**src/rtl/bypass_scoreboard.sv**
```systemverilog
// Operand forwarding network for the ID stage with a long-latency scoreboard.
// Each ID source operand takes the youngest matching post-ID stage result,
// then a returning long-op result, then the register file. A stall is raised
// when the producing instruction exists but its data is not available yet.
module bypass_scoreboard #(
  parameter int NUM_SRC  = 2,
  parameter int NUM_STG  = 3,
  parameter int DATA_W   = 32,
  parameter int ADDR_W   = 5,
  parameter int MAX_LONG = 4
) (
  input  logic                        clk,
  input  logic                        resetn,
  input  logic                        flush,
  input  logic [NUM_STG-1:0]          stg_valid,
  input  logic [NUM_STG-1:0]          stg_we,
  input  logic [NUM_STG-1:0]          stg_dok,
  input  logic [NUM_STG*ADDR_W-1:0]   stg_waddr,
  input  logic [NUM_STG*DATA_W-1:0]   stg_wdata,
  input  logic [NUM_SRC*ADDR_W-1:0]   src_addr,
  input  logic [NUM_SRC*DATA_W-1:0]   src_rdata,
  output logic [NUM_SRC*DATA_W-1:0]   src_data,
  output logic [NUM_SRC-1:0]          src_stall,
  output logic                        stall,
  input  logic                        iss_valid,
  input  logic [ADDR_W-1:0]           iss_waddr,
  input  logic                        lng_done,
  input  logic [ADDR_W-1:0]           lng_waddr,
  input  logic [DATA_W-1:0]           lng_wdata,
  output logic                        long_full,
  output logic [31:0]                 stall_cnt
);

  localparam int NREG  = 1 << ADDR_W;
  localparam int CNT_W = $clog2(MAX_LONG + 1);

  logic [NREG-1:0]  pending_q, pending_d;
  logic [CNT_W-1:0] cnt_q, cnt_d;
  logic [31:0]      stall_cnt_q, stall_cnt_d;
  logic             iss_bad, done_bad;

  assign long_full = (cnt_q == CNT_W'(MAX_LONG));
  assign stall     = |src_stall;
  assign stall_cnt = stall_cnt_q;

  // An issue at full occupancy is only legal when a slot frees in the same cycle.
  assign iss_bad  = iss_valid & long_full & ~lng_done;
  assign done_bad = lng_done & (cnt_q == '0);

  for (genvar gi = 0; gi < NUM_SRC; gi++) begin : g_src
    logic [ADDR_W-1:0] a;
    logic [DATA_W-1:0] d;
    logic              st;
    logic              hit;

    assign a = src_addr[gi*ADDR_W +: ADDR_W];

    // Priority select: youngest stage, then returning long op, then pending, then RF.
    always_comb begin
      d   = '0;
      st  = 1'b0;
      hit = 1'b0;
      for (int k = 0; k < NUM_STG; k++) begin
        if (!hit && stg_valid[k] && stg_we[k] &&
            (stg_waddr[k*ADDR_W +: ADDR_W] == a)) begin
          hit = 1'b1;
          if (stg_dok[k]) d = stg_wdata[k*DATA_W +: DATA_W];
          else            st = 1'b1;
        end
      end
      if (!hit) begin
        if (lng_done && (lng_waddr == a)) d = lng_wdata;
        else if (pending_q[a])             st = 1'b1;
        else                               d = src_rdata[gi*DATA_W +: DATA_W];
      end
      if (a == '0) begin
        d  = '0;
        st = 1'b0;
      end
    end

    assign src_data[gi*DATA_W +: DATA_W] = d;
    assign src_stall[gi]                 = st;
  end

  // Scoreboard next state; a set and clear of the same register resolve to set.
  always_comb begin
    pending_d = pending_q;
    cnt_d     = cnt_q;
    if (flush) begin
      pending_d = '0;
      cnt_d     = '0;
    end else if (!iss_bad && !done_bad) begin
      if (lng_done) pending_d[lng_waddr] = 1'b0;
      if (iss_valid && (iss_waddr != '0)) pending_d[iss_waddr] = 1'b1;
      if (iss_valid && !lng_done)      cnt_d = cnt_q + CNT_W'(1);
      else if (!iss_valid && lng_done) cnt_d = cnt_q - CNT_W'(1);
    end
  end

  // Saturating count of stalled cycles; survives flush.
  always_comb begin
    stall_cnt_d = stall_cnt_q;
    if (stall && (stall_cnt_q != 32'hFFFF_FFFF)) stall_cnt_d = stall_cnt_q + 32'd1;
  end

  // State registers.
  always_ff @(posedge clk or negedge resetn) begin
    if (!resetn) begin
      pending_q   <= '0;
      cnt_q       <= '0;
      stall_cnt_q <= '0;
    end else begin
      pending_q   <= pending_d;
      cnt_q       <= cnt_d;
      stall_cnt_q <= stall_cnt_d;
    end
  end

  // Issue into a full table or a completion with nothing outstanding is a caller bug.
  a_legal_long : assert property (@(posedge clk) disable iff (!resetn)
    (flush || !(iss_bad || done_bad)));

endmodule
```
**config.mk**
```make
export PLATFORM = sky130hd
export DESIGN_NAME = bypass_scoreboard
export DESIGN_NICKNAME = d
export VERILOG_FILES = /design/src/rtl/bypass_scoreboard.sv
export SDC_FILE = /design/constraint.sdc
export NUM_CORES = 1
export LEC_CHECK = 0
export CORE_MARGIN = 2
export CORE_UTILIZATION = 30
export DETAILED_ROUTE_END_ITERATION = 6
export RECOVER_POWER = 25
export SYNTH_ARGS = -nofsm -noshare
export SYNTH_HDL_FRONTEND = slang
export SYNTH_SLANG_ARGS = --single-unit
```
**constraint.sdc**
```tcl
create_clock -name clk -period 6.6 [get_ports clk]
set_input_delay 1.98 -clock clk [delete_from_list [all_inputs] [get_ports clk]]
set_output_delay 1.98 -clock clk [all_outputs]
set_load 0.02 [all_outputs]
```
==> results.json, run 1 <==
{
  "outcome": "finished with violations",
  "violations": "design-rule violations, max-capacitance violations, max-slew violations",
  "fin_tns_setup_ns": 0,
  "drc": 1,
  "layout.nets": 1479,
  "wl_met1_um": 13800,
  "path_class": "in2out",
  "yosys_warnings": 0,
  "path_delay_family": "buffers and inverters",
  "instances_no_fill": 1539,
  "vias": 9060,
  "drive_above_1_share_pct": 22.2,
  "setup_violations": 0,
  "ys_ff_latch": 67,
  "crit_path_cell_trace": "dlygate4sd2_1, bufbuf_16, mux2i_1, a22oi_1, a21oi_1, or4_4, nand2_4, buf_12, o22ai_1, a221oi_2, buf_2",
  "crit_arrival_ns": 4.50,
  "endpoint_kind": "output pin",
  "die_height_um": 156,
  "ir_worst_vdd_mv": 0.228,
  "grt_pass1_vias": 8730,
  "critPathMaxStageDelay_ns": 0.57,
  "io_pins": 341,
  "place.gp.congestion": 0.981,
  "wl_met3_um": 2620,
  "fmax_ghz": 0.154,
  "critPathRequiredTime_ns": 4.62,
  "slowest_stage": "or4_4",
  "rr_startpoint": "pending_q[7]$_DFFE_PN0P_",
  "crit_path_start": "src_addr[6]",
  "placedCellCount": 1498,
  "die-area_um2": 24200,
  "clkTransAtPathRegs_ns": 0.05,
  "finalClockSkew_ns": 0.00457,
  "hold_viol": 0,
  "synth_top_area_share_pct": 24.3,
  "grt_max_degree": 68,
  "grt-ovfl-total": 0,
  "nFillCells": 2160,
  "ys_async_sr_fraction_pct": 100,
  "worst-path-buf-inv": 4,
  "grt_first_pass_wirelength_um": 52100,
  "path_depth": 11,
  "hold_ws_ns": 0.497,
  "io_buffer_count": 340,
  "fin_crit_ns": 6.48,
  "syn_nets": 1087,
  "syn_area_per_cell_um2": 8.17,
  "slew_headroom_pct": -139,
  "clock_latency_ns": 0.33,
  "clockBufferDepth": 2,
  "grtUsageTotal_pct": 27.5,
  "cts_buffers": 9,
  "h-tree-depth": 3,
  "hp-class": "reg2reg",
  "fin_crit_sh_pct": 98.2,
  "crit_end": "src_data[51]",
  "met2_length_um": 17900,
  "maxSlewViolCount": 68,
  "fp.coreArea_um2": 22600,
  "rr_endpoint": "stall_cnt[10]$_DFFE_PN0P_",
  "r2r_slack_ns": 3.46,
  "yosysSeqAreaShare_pct": 24.3,
  "drv_cap": 1,
  "holdBufCountCts": 0,
  "netlist_instances": 844,
  "routedWlPerCell_um": 23.1,
  "highest_layer": "met5",
  "clock_sinks": 67,
  "std_cell_rows": 55,
  "worstPathMaxFanout": 23,
  "syn-cell-area_um2": 6900,
  "synthToLayoutAreaGrowth_pct": 73.1,
  "antenna_found_initial": 13,
  "leakage_uw": 0.00479,
  "ys_top_cells_by_area": "dfrtp_1 24%, a221oi_1 12%, o22ai_1 5.7%",
  "synth_cell_types": 55,
  "cts_tree": "done",
  "start_kind": "input pin",
  "first_pass_iters": 7,
  "avgViaCountPerCell": 5.89,
  "synth_edf_count": 0,
  "routed_wl_um": 35600,
  "die_width_um": 156,
  "synth-main-ff-cell": "dfrtp_1",
  "cts_root_buffer": "clkbuf_16",
  "yosysTopAreaCell": "dfrtp_1",
  "p_per_area_nw_per_um2": 157,
  "ant_nets": 0,
  "stdcell_area_um2": 11900,
  "start_util_pct": 30.5,
  "tightest_slew_ns": 3.58,
  "dp_hpwl_um": 27000,
  "drt-initial-drc-count": 592,
  "r2r_cells": 11,
  "placed_area_um2": 11400
}
==> kinds of logic (layout without fill, tap and decap cells) <==
family | after synthesis | after routing | synth area share, %
compound gates | 326 | 326 | 33.8
simple gates | 242 | 242 | 20.9
buf+inv | 100 | 497 | 6.33
xor+xnor | 73 | 73 | 9.27
flops | 67 | 67 | 24.3
mux | 34 | 34 | 4.95
fa+ha+maj | 2 | 2 | 0.472
other cells | 0 | 13 | 0
==> final cells by class <==
class                      count  area (um2)  share of cell area [%]
clock buffer                  13         270                    2.26
inverter                      15        56.3                   0.472
tap                          285         357                    2.99
multi-input combinational    677        5040                    42.2
antenna                       13        32.5                   0.272
clock inverter                 3        45.0                   0.377
timing repair buffer         466        4460                    37.4
sequential                    67        1680                    14.0
==> flip-flops by register name, summed over array words and instances (netlist names) <==
| name | cells |
|---|---|
| pending_q | 32 |
| stall_cnt | 32 |
| cnt_q | 3 |
==> synth_stat cells, types with 2 or more instances <==
master     n
nand3b_1   8
nor3_1    13
clkbuf_1  67
buf_2      9
nor4b_2    2
and2_1     4
nand3_1   18
dfrtp_1   67
o22ai_1   63
a22o_1     2
or3_1      9
or3b_2     5
nor2_1    29
a31oi_1    3
a32o_1    32
a21oi_1   41
or2_2      3
a221oi_1  94
nand2_1   32
nor3_2    10
xnor2_1   28
a211oi_1   3
inv_1     15
nand4_1    9
xor2_1    45
a22oi_1   16
mux2i_1   33
nor2b_1   38
and3_1    34
buf_6      2
buf_4      5
nand2b_1   5
o21ai_0   66
nor4_1    13
==> worst min path at each step <==
stage                     slack (ns)                 startpoint  cells past startpoint                   endpoint
after floorplan                 0.53       cnt_q[0]$_DFFE_PN0P_                      2       cnt_q[0]$_DFFE_PN0P_
after global placement          0.49  stall_cnt[11]$_DFFE_PN0P_                      1  stall_cnt[11]$_DFFE_PN0P_
after detailed placement        0.49  stall_cnt[27]$_DFFE_PN0P_                      1  stall_cnt[27]$_DFFE_PN0P_
after CTS                       0.50  stall_cnt[27]$_DFFE_PN0P_                      1  stall_cnt[27]$_DFFE_PN0P_
after global routing            0.51  stall_cnt[27]$_DFFE_PN0P_                      1  stall_cnt[27]$_DFFE_PN0P_
final                           0.50  stall_cnt[27]$_DFFE_PN0P_                      1  stall_cnt[27]$_DFFE_PN0P_
==> per-layer routing <==
metal / global-route usage (%) / vias up
met3: 5.47 / 91
met1: 32.7 / 4371
li1: - / 4132
met2: 47.3 / 462
met4: 13.7 / 4
met5: 0 / -
==> placed cells by master (no fill, tap or decap), types with 4 or more instances in the layout <==
master	synthesis	routed
a21oi_1	41	40
a221oi_1	94	76
a221oi_2	0	18
a22oi_1	16	16
a32o_1	32	32
and3_1	34	34
buf_12	1	19
buf_2	9	19
buf_4	5	102
buf_6	2	6
clkbuf_16	0	11
clkbuf_2	0	25
clkdlybuf4s15_2	0	17
clkdlybuf4s50_1	0	263
dfrtp_1	67	67
diode_2	0	13
dlygate4sd2_1	0	6
dlymetal6s2s_1	0	4
inv_1	15	15
mux2i_1	33	33
nand2_1	32	31
nand2b_1	5	5
nand3_1	18	17
nand3b_1	8	8
nand4_1	9	9
nor2_1	29	24
nor2_4	0	4
nor2b_1	38	36
nor3_1	13	9
nor3_2	10	11
nor4_1	13	10
nor4_2	1	4
o21ai_0	66	64
o22ai_1	63	63
or3_1	9	9
or3b_2	5	5
xnor2_1	28	28
xor2_1	45	45
==> where the power goes <==
group	switching (uW)	total, uW	leakage [uW]	internal (uW)
combinational	460	898	0.00376	438
sequential	39.6	483	0.000888	443
clock	172	495	0.000148	323
total	672	1880	0.00479	1200
==> per-stage QoR <==
stage | power, uW | utilization [%] | setup WS, ns
5_1_grt | 1960 | 52.7 | -0.0120
3_3_place_gp | 1400 | 50.4 | -0.673
6_report | 1880 | 52.7 | 0.119
4_1_cts | 1880 | 52.3 | -0.120
3_5_place_dp | 1400 | 50.4 | -0.652
2_1_floorplan | 887 | - | 0.264
==> what timing repair did <==
action	in CTS	in global routing
setup buffers	0	9
gates cloned	1	2
resized for setup	203	123
pin swaps	2	9
hold endpoints to repair	0	0
endpoints found under the setup margin	67	67
==> worst register-to-register path, delay by kind of cell (launching register included) <==
| kind | cells | cell delay, ns |
|---|---|---|
| buf+inv | 3 | 0.62 |
| simple gates | 2 | 0.83 |
| xor+xnor | 1 | 0.17 |
| mux | 1 | 0.10 |
| compound gates | 4 | 0.94 |
| flops | 1 | 0.41 |
Power figures use the tool's default switching activity.
==> inputs of run 2 (changes only) <==
--- a/config.mk
+++ b/config.mk
@@ -8,6 +8,7 @@
 export CORE_MARGIN = 2
 export CORE_UTILIZATION = 30
 export DETAILED_ROUTE_END_ITERATION = 6
+export HOLD_SLACK_MARGIN = 0.02
 export RECOVER_POWER = 25
 export SYNTH_ARGS = -nofsm -noshare
 export SYNTH_HDL_FRONTEND = slang
==> results of run 2 <==
Final layout, timing and power as in run 1 (identical DEF).
==> inputs of run 3 (changes only) <==
--- a/config.mk
+++ b/config.mk
@@ -5,10 +5,11 @@
 export SDC_FILE = /design/constraint.sdc
 export NUM_CORES = 1
 export LEC_CHECK = 0
-export CORE_MARGIN = 2
-export CORE_UTILIZATION = 30
+export CORE_AREA = 2 2 132 134
 export DETAILED_ROUTE_END_ITERATION = 6
+export DIE_AREA = 0 0 134 136
 export HOLD_SLACK_MARGIN = 0.02
+export PLACE_DENSITY = 0.82
 export RECOVER_POWER = 25
 export SYNTH_ARGS = -nofsm -noshare
 export SYNTH_HDL_FRONTEND = slang
==> results.json, run 3 (synthesized netlist as in run 1, its figures left out) <==
{
  "multi_input_area_um2": 5040,
  "grt_first_pass_wirelength_um": 50400,
  "holdBufCountCts": 0,
  "final_common_cell": "clkdlybuf4s50_1",
  "setup_violations": 0,
  "avgViaCountPerCell": 6.34,
  "grt_max_degree": 68,
  "rsz0062_at_grt": "true",
  "p_per_area_nw_per_um2": 159,
  "layout.area.seq_um2": 1680,
  "fin_tns_setup_ns": 0,
  "nFillCells": 1335,
  "cts_buffers": 9,
  "dpl_worst_slack_ns": -0.550,
  "worstPathMaxFanout": 15,
  "fin_crit_sh_pct": 99.6,
  "fp.coreArea_um2": 16900,
  "r2r_cells": 11,
  "routed_wl_um": 34300,
  "violations": "max-capacitance violations, max-slew violations",
  "fin_crit_ns": 6.57,
  "r2r_slack_ns": 3.53,
  "place.gp.congestion": 0.942,
  "endpoint_kind": "output pin",
  "drive_above_1_share_pct": 21.5,
  "cts_tree": "done",
  "critPathRequiredTime_ns": 4.62,
  "std_cell_rows": 48,
  "vias": 9272,
  "drc": 0,
  "die_width_um": 134,
  "finalClockSkew_ns": 0.00524,
  "clockBufferDepth": 2,
  "drv_cap": 1,
  "power_uw": 1850,
  "critPathMaxStageDelay_ns": 0.53,
  "clock_sinks": 67,
  "clkTransAtPathRegs_ns": 0.05,
  "hp-class": "reg2reg",
  "mostFrequentLayoutCells": "263 x clkdlybuf4s50_1, 104 x buf_4, 75 x a221oi_1",
  "slowest_stage": "or4_4",
  "cts_root_buffer": "clkbuf_16",
  "drt-initial-drc-count": 795,
  "ant_nets": 0,
  "io_buffer_count": 340,
  "grt-ovfl-total": 0,
  "start_kind": "input pin",
  "layout.nets": 1469,
  "clock_latency_ns": 0.33,
  "antenna_found_initial": 6,
  "fmax_ghz": 0.152,
  "dp_hpwl_um": 25000,
  "slew_headroom_pct": -135,
  "cp_common_cell": "buf_4",
  "rr_endpoint": "stall_cnt[11]$_DFFE_PN0P_",
  "ir_worst_vdd_mv": 0.225,
  "leakage_uw": 0.00475,
  "whs_path_depth": 1,
  "grt_pass1_vias": 8911,
  "crit_arrival_ns": 4.59,
  "die_height_um": 136,
  "io_pins": 341,
  "holdPathEnd": "stall_cnt[27]$_DFFE_PN0P_",
  "crit_path_cell_trace": "dlygate4sd2_1, bufbuf_16, mux2i_1, a22oi_1, a21oi_1, or4_4, buf_4, o21ai_4, buf_12, clkbuf_16, a221oi_4, buf_4",
  "grtUsageTotal_pct": 35.2,
  "hold_viol": 0,
  "h-tree-depth": 3,
  "start_util_pct": 40.9,
  "worst-path-buf-inv": 6,
  "utilization_pct": 69.2,
  "path_delay_family": "buffers and inverters",
  "routedWlPerCell_um": 23.4,
  "hold_start": "stall_cnt[27]$_DFFE_PN0P_",
  "outcome": "finished with violations",
  "tightest_slew_ns": 3.52,
  "die-area_um2": 18200,
  "path_class": "in2out",
  "first_pass_iters": 7,
  "synthToLayoutAreaGrowth_pct": 69.2,
  "rr_startpoint": "pending_q[5]$_DFFE_PN0P_",
  "setup_slack_ns": 0.0255,
  "hold_ws_ns": 0.506,
  "maxSlewViolCount": 68
}
==> run 3: cell count changes in the layout (fill, tap and decap cells not counted), sizes merged <==
cell / previous run / this run
buf: 147 / 155
bufinv: 1 / 0
clkbuf: 41 / 39
clkdlybuf4s15: 17 / 4
clkinv: 0 / 1
clkinvlp: 2 / 0
diode: 13 / 7
dlygate4sd2: 6 / 4
dlymetal6s2s: 4 / 5
==> run 3: repair_timing <==
item,in CTS,in global routing
pin swaps,4,16
gates cloned,1,4
setup endpoints to repair,65,66
gates resized for setup,195,156
setup buffers,0,5
==> run 3: power by group <==
group | leakage (uW) | switching, uW | internal [uW] | total, uW
registers | 0.000888 | 38.8 | 443 | 482
logic | 0.00372 | 468 | 437 | 904
clock network | 0.000146 | 171 | 295 | 466
total | 0.00475 | 677 | 1170 | 1850
==> run 3: cell type report <==
class                      count  share of cell area, %
antenna                        7                  0.150
tap                          225                   2.41
clock buffer                  15                   2.47
clock inverter                 1                 0.0429
sequential                    67                   14.4
timing repair buffer         456                   36.9
inverter                      15                  0.482
multi-input combinational    677                   43.2
==> run 3: worst max path at each step <==
| stage | start | end | slack (ns) | depth (start not counted) |
|---|---|---|---|---|
| 6_report | src_addr[6] | src_data[52] | 0.03 | 12 |
| 5_1_grt | src_addr[6] | src_data[50] | -0.03 | 12 |
| 3_5_place_dp | src_addr[6] | src_data[52] | -0.55 | 11 |
| 2_1_floorplan | src_addr[6] | src_data[32] | 0.26 | 10 |
| 3_3_place_gp | src_addr[6] | src_data[52] | -0.53 | 11 |
| 4_1_cts | src_addr[7] | src_data[42] | 0.0006 | 11 |
==> run 3: per-stage QoR <==
step                      cells  instance area [um2]
final                      1463                11700
after global routing       1462                11700
after CTS                  1447                11500
after detailed placement   1430                11200
after global placement     1430                11200
after floorplan             844                 6900
==> run 3: layer usage <==
layer	GRT usage [%]	vias to the layer above	share of wire (%)
met5	0	-	0
met1	41.4	4384	37
met4	20.0	0	6.1
li1	-	4112	-
met3	8.87	164	9.7
met2	58.6	612	47
